`config.mk`:
```
export PLATFORM = sky130hd
export DESIGN_NAME = fetch_prefetch
export DESIGN_NICKNAME = d
export VERILOG_FILES = /design/src/rtl/fetch_prefetch.sv
export SDC_FILE = /design/constraint.sdc
export NUM_CORES = 1
export LEC_CHECK = 0
export ABC_AREA = 1
export CAP_MARGIN = 20
export CELL_PAD_IN_SITES_DETAIL_PLACEMENT = 0
export CELL_PAD_IN_SITES_GLOBAL_PLACEMENT = 1
export CORE_MARGIN = 4
export CORE_UTILIZATION = 40
export CTS_CLUSTER_SIZE = 24
export DETAILED_ROUTE_END_ITERATION = 12
export GPL_TIMING_DRIVEN = 0
export MAX_ROUTING_LAYER = met4
export PLACE_DENSITY = 0.9
export SLEW_MARGIN = 25
export SYNTH_ARGS = -nofsm -noshare
export SYNTH_HDL_FRONTEND = slang
export SYNTH_SLANG_ARGS = --single-unit
export TNS_END_PERCENT = 20
```
`constraint.sdc`:
```
create_clock -name clk -period 6.8 [get_ports clk]
set_input_delay 0.68 -clock clk [delete_from_list [all_inputs] [get_ports clk]]
set_output_delay 0.68 -clock clk [all_outputs]
set_load 0.005 [all_outputs]
```
`src/rtl/fetch_prefetch.sv`:
```
// rtl/fetch_prefetch.sv - instruction fetch stage with prefetch FIFO, redirect and back-pressure
module fetch_prefetch #(
    parameter int              XLEN      = 32,
    parameter int              IMEM_AW   = 6,
    parameter logic [XLEN-1:0] RESET_PC  = '0,
    parameter int              BUF_DEPTH = 2
) (
    input  logic               clk,
    input  logic               reset,
    output logic               imem_req,
    output logic [IMEM_AW-1:0] imem_addr,
    input  logic [XLEN-1:0]    imem_rdata,
    input  logic               redirect_valid,
    input  logic [XLEN-1:0]    redirect_pc,
    output logic               inst_valid,
    input  logic               inst_ready,
    output logic [XLEN-1:0]    inst_pc,
    output logic [XLEN-1:0]    inst_code
);

    localparam int PW = $clog2(BUF_DEPTH);
    localparam int CW = PW + 1;
    localparam logic [CW:0] DEPTH = (CW+1)'(BUF_DEPTH);

    logic [XLEN-1:0] fpc;
    logic [XLEN-1:0] inflight_pc;
    logic            inflight;
    logic [CW-1:0]   count;
    logic [PW-1:0]   rd_ptr;
    logic [PW-1:0]   wr_ptr;
    logic [XLEN-1:0] pc_q   [BUF_DEPTH];
    logic [XLEN-1:0] inst_q [BUF_DEPTH];
    logic            pop;
    logic [CW:0]     credit;

    assign inst_valid = (count != '0);
    assign inst_pc    = pc_q[rd_ptr];
    assign inst_code  = inst_q[rd_ptr];
    assign imem_addr  = fpc[IMEM_AW+1:2];

    // A redirect discards the whole FIFO, so a concurrent handshake is not a pop.
    assign pop = inst_valid & inst_ready & ~redirect_valid;

    // Occupancy after this edge if we issue now; the in-flight word already owns a slot.
    assign credit   = {1'b0, count} + (CW+1)'(inflight) - (CW+1)'(pop);
    assign imem_req = ~reset & ~redirect_valid & (credit < DEPTH);

    always_ff @(posedge clk or posedge reset) begin
        if (reset) begin
            fpc         <= RESET_PC;
            inflight_pc <= '0;
            inflight    <= 1'b0;
            count       <= '0;
            rd_ptr      <= '0;
            wr_ptr      <= '0;
            for (int i = 0; i < BUF_DEPTH; i++) begin
                pc_q[i]   <= '0;
                inst_q[i] <= '0;
            end
        end else if (redirect_valid) begin
            fpc      <= {redirect_pc[XLEN-1:2], 2'b00};
            inflight <= 1'b0;
            count    <= '0;
            rd_ptr   <= '0;
            wr_ptr   <= '0;
        end else begin
            if (imem_req) begin
                inflight_pc <= fpc;
                fpc         <= fpc + XLEN'(4);
                inflight    <= 1'b1;
            end else begin
                inflight <= 1'b0;
            end
            if (inflight) begin
                pc_q[wr_ptr]   <= inflight_pc;
                inst_q[wr_ptr] <= imem_rdata;
                wr_ptr         <= wr_ptr + PW'(1);
            end
            if (pop) begin
                rd_ptr <= rd_ptr + PW'(1);
            end
            count <= count + CW'(inflight) - CW'(pop);
        end
    end

endmodule

```
Yosys cells after proc, flatten, opt, wreduce, memory -nomap -nowiden --
Cells that the tools add are included.
Storage, ports and cells: bits in registers 197, input bits 68, output and inout port bits 72, word-level logic and storage cells 55
Operators by class: add/subtract/negate cells 7, magnitude comparators 4, mux-type cells 19, bitwise operators 8, reduce and logical (&&, ||, !) cells 7
Operators by type and width (count):
- 32-bit two-way mux | 9
- 64-bit bitwise mux | 2
- 32-bit by 3-bit adder with 32-bit output (second input constant) | 1
- 32-bit demux with 1-bit select | 1
- 2-bit nonzero test | 4
- 1-bit two-way mux | 6
- 1-bit bitwise AND | 4
- 2-bit greater-or-equal comparator (second input constant) | 2
- 1-bit inverter with 2-bit output | 2
- 2-bit AND reduction | 2
- 2-bit by 1-bit adder with 3-bit output | 1
- 3-bit by 2-bit < comparator with 1-bit output (second input constant) | 1
- 3-bit by 1-bit subtractor with 3-bit output | 1
- 1-bit adder (second input constant) | 2
- 2-bit by 1-bit adder with 2-bit output | 1
- 2-bit by 1-bit < comparator with 1-bit output (second input constant) | 1
- 2-bit two-way mux | 1
- 1-bit inverter | 2
- 2-bit by 1-bit subtractor with 2-bit output | 1
- 1-bit logical AND | 1

Depth between registers and ports, before layout --
depth in word-level cells 8, depth in mapped cells 19, depth with buffers taken out 17

Worst setup path before layout --
No wires, ideal clock.
kind input -> output, start input port reset, end output port imem_req, data arrival time 5.514 ns, required time 6.120 ns, path slack 0.606 ns, stages on the path 7, path buffers 2, cells stage by stage inv_1 -> nand2_1 -> nor2_2 -> nand2_2 -> buf_6 -> buf_2 -> inv_1
On the way: longest elaborated chain between the ends 3
Ends and longest elaborated chain:
- start: declaration | RTL line 9 | input logic reset,
- 1-bit inverter | RTL line 46 | assign imem_req = ~reset & ~redirect_valid & (credit < DEPTH);
- 1-bit bitwise AND (2 in series) | RTL line 46
- end: declaration | RTL line 10 | output logic imem_req,
Every way passes these cells.

Worst setup path in the final report --
start input port inst_ready, end output port imem_req
On the way: longest elaborated chain between the ends 5
Ends and longest elaborated chain:
- start: declaration | RTL line 16 | input logic inst_ready,
- 1-bit bitwise AND (2 in series) | RTL line 42 | assign pop = inst_valid & inst_ready & ~redirect_valid;
- 3-bit by 1-bit subtractor with 3-bit output | RTL line 45 | assign credit = {1'b0, count} + (CW+1)'(inflight) - (CW+1)'(pop);
- 3-bit by 2-bit < comparator with 1-bit output | RTL line 46
- 1-bit bitwise AND | RTL line 46
Every way passes these cells.

==> results.json <==
{
  "drive_above_1_share_pct": 7.36,
  "seq_area_frac_synth_pct": 51.9,
  "die_w_microns": 159,
  "use_met1_pct": 25.9,
  "slew_violations": 0,
  "slowest_delay_ps": 530,
  "fin_crit_ps": 4310,
  "required_ps": 6120,
  "port_buffers": 134,
  "syn2layout_area_growth_pct": 26.0,
  "maxSlewHeadroom_pct": 63.4,
  "cts_max_level": 4,
  "use_met2_pct": 31.2,
  "clkLatencyLatePin_ps": 430,
  "rsz0062_at_grt": "no",
  "cts_resized": 0,
  "cp_cell_sequence": "clkdlybuf4s50_1 > nand2_1 > nor2_1 > ha_1 > inv_1 > ha_1 > inv_1 > fa_1 > nand2_1 > nor2_2 > nand2_2 > buf_6 > buf_2 > inv_1 > clkdlybuf4s50_1",
  "ys_ff_latch": 189,
  "clk_pin_slew_ps": 70,
  "grt_pass1_vias": 7450,
  "endpoint_kind": "output pin",
  "max_freq_ghz": 0.232,
  "crit_type": "input pin to output pin",
  "outcome": "finished clean",
  "tightestPinTransition_ps": 549,
  "grt_use_met3_pct": 3.21,
  "clock_path_buffers": 2,
  "syn_inst": 1189,
  "path_max_fanout": 10,
  "crit_buf_inv": 7,
  "cts_buffers": 17,
  "grt_remaining_overflow": 0,
  "track_usage_pct": 19.3,
  "avgSynthCellArea_sq_um": 7.66,
  "die-area_sq_mm": 0.0253,
  "routed_wl_microns": 23700,
  "synth_warnings": 0,
  "hold_buffers": 0,
  "min_path_type": "flip-flop to flip-flop",
  "total_power_uw": 4730,
  "n_antenna_cell": 0,
  "hold_slack_ps": 486,
  "antenna_found_initial": 0,
  "antenna_left": 0,
  "dp_hpwl_microns": 17300,
  "cts_tree": "built",
  "total_leakage_power_uw": 0.00574,
  "gp_congestion": 0.865,
  "die_h_microns": 159,
  "critPathLaunchType": "input pin",
  "instances_no_fill": 1638,
  "fin_nets": 1417,
  "dr.pass1.iters": 5,
  "row_count": 54,
  "start_util_pct": 41.2,
  "vdd_drop_max_mv": 0.182,
  "cp_top_family": "buffers and inverters",
  "placed_cells": 1606,
  "vias": 7820,
  "core_region_area_sq_mm": 0.0221,
  "grt_max_degree": 98,
  "io_pins": 140,
  "tns_ps": 0,
  "clock_skew_ps": 11.3,
  "max_cap_violations": 0,
  "setup_violations": 0,
  "busiest_layer": "met2",
  "post-route-period-util_pct": 63.4,
  "power.density_mw_per_mm2": 412,
  "dr.first_iter.drc_count": 553,
  "crit_top_cell": "inv_1",
  "hold_viol_final": 0,
  "netlist-cell-type-count": 29,
  "cp_slowest_cell": "fa_1",
  "synthesis.area_sq_mm": 0.00911,
  "drc": 0,
  "cts.sinks": 189,
  "worstPathArrival_ps": 3630,
  "root_buffer": "clkbuf_16",
  "via_per_inst": 4.77,
  "postCtsSetupRepairBufs": 0,
  "wire_per_inst_microns": 14.5,
  "grt_pass1_wl_microns": 38900
}
[cell type report]
type	instances	area, sq um
fill	2118	10600
sequential	189	4730
multi-input combinational	803	3530
timing repair buffer	136	1400
inverter	134	513
clock buffer	18	429
tap	280	350
buffer	64	343
clock inverter	14	183
[per-layer routing]
| layer | part of all wire, % | up-vias |
|---|---|---|
| li1 | - | 3990 |
| met1 | 47 | 3638 |
| met2 | 48 | 173 |
| met3 | 4.4 | 19 |
| met4 | 0.90 | 0 |
| met5 | 0 | - |
[worst paths after layout]
kind / from / endpoint / slack (ps) / cells after the start
setup / recovery: inst_ready / imem_req / 2490 / 15
hold / removal: pc_q[14]$_DFFE_PP0P_ / pc_q[14]$_DFFE_PP0P_ / 490 / 2
setup reg to reg: count[1]$_DFF_PP0_ / fpc[6]$_DFFE_PP0P_ / 3730 / 17
hold reg to reg: pc_q[14]$_DFFE_PP0P_ / pc_q[14]$_DFFE_PP0P_ / 490 / 2
max in group asynchronous: reset / fpc[12]$_DFFE_PP0P_ / 5170 / 4
min in group asynchronous: reset / inst_q[9]$_DFFE_PP0P_ / 580 / 2
[worst min-delay path: cells and delay by family (launching register included)]
kind / cells / cell delay [ps]
AOI/OAI and AO/OA: 1 / 50
DFF: 1 / 350
and+or+nand+nor: 1 / 50
[registers in the layout, summed over array words and instances, names as in the netlist]
signal,flops
count,2
pc_q,60
inflight_pc,30
rd_ptr,1
wr_ptr,1
inflight,1
fpc,30
inst_q,64
[metrics by stage]
step	setup slack (ps)	util (%)	cell area, sq um
2_1_floorplan	606	-	9110
3_3_place_gp	-1930	48.9	10800
3_5_place_dp	2530	49.2	10900
4_1_cts	2480	52.0	11500
5_1_grt	2300	52.0	11500
6_report	2490	52.0	11500
[report_power, final]
group | switching, uW | leakage, uW | total, uW | internal, uW
clock | 445 | 0.000300 | 1030 | 589
sequential | 297 | 0.00239 | 1920 | 1620
combinational | 943 | 0.00306 | 1780 | 837
total | 1680 | 0.00574 | 4730 | 3040
[layout by cell type, fill, tap and decap left out, drive strengths merged]
master         instances
nand2                482
dfrtp                189
o21ai                156
inv                  140
clkdlybuf4s50        134
nor2                  72
nand3                 62
clkbuf                48
buf                   36
a21oi                 14
o211ai                 7
clkinv                 4
ha                     3
bufinv                 3
conb                   2
nand3b                 2
nand4                  1
or2                    1
fa                     1
clkinvlp               1
[Yosys cell counts]
| cell type | count | area (sq um) |
|---|---|---|
| a21oi_1 | 14 | 70.1 |
| buf_2 | 19 | 95.1 |
| buf_4 | 9 | 67.6 |
| buf_6 | 6 | 67.6 |
| clkbuf_1 | 30 | 113 |
| conb_1 | 1 | 3.75 |
| dfrtp_1 | 189 | 4730 |
| fa_1 | 1 | 20.0 |
| ha_1 | 3 | 37.5 |
| inv_1 | 132 | 495 |
| inv_2 | 1 | 3.75 |
| inv_4 | 1 | 6.26 |
| nand2_1 | 475 | 1780 |
| nand2_2 | 5 | 31.3 |
| nand2_4 | 2 | 22.5 |
| nand3_1 | 60 | 300 |
| nand3_2 | 1 | 10.0 |
| nand3_4 | 1 | 17.5 |
| nand3b_1 | 1 | 7.51 |
| nand3b_4 | 1 | 20.0 |
| nand4_1 | 1 | 6.26 |
| nor2_1 | 53 | 199 |
| nor2_2 | 12 | 75.1 |
| nor2_4 | 6 | 67.6 |
| nor2_8 | 1 | 20.0 |
| o211ai_1 | 7 | 52.6 |
| o21ai_0 | 141 | 706 |
| o21ai_1 | 15 | 75.1 |
| or2_2 | 1 | 6.26 |
[cell families (layout without fill, tap and decap cells)]
family                     Yosys count  in the layout  synth area share [%]
AOI/OAI and AO/OA                  177            177                  9.92
other                                1              2                0.0412
and+or+nand+nor                    620            620                  28.2
adders and majority gates            4              4                 0.632
DFF                                189            189                  51.9
buffers and inverters              198            366                  9.31
Power figures use the tool's default switching activity.
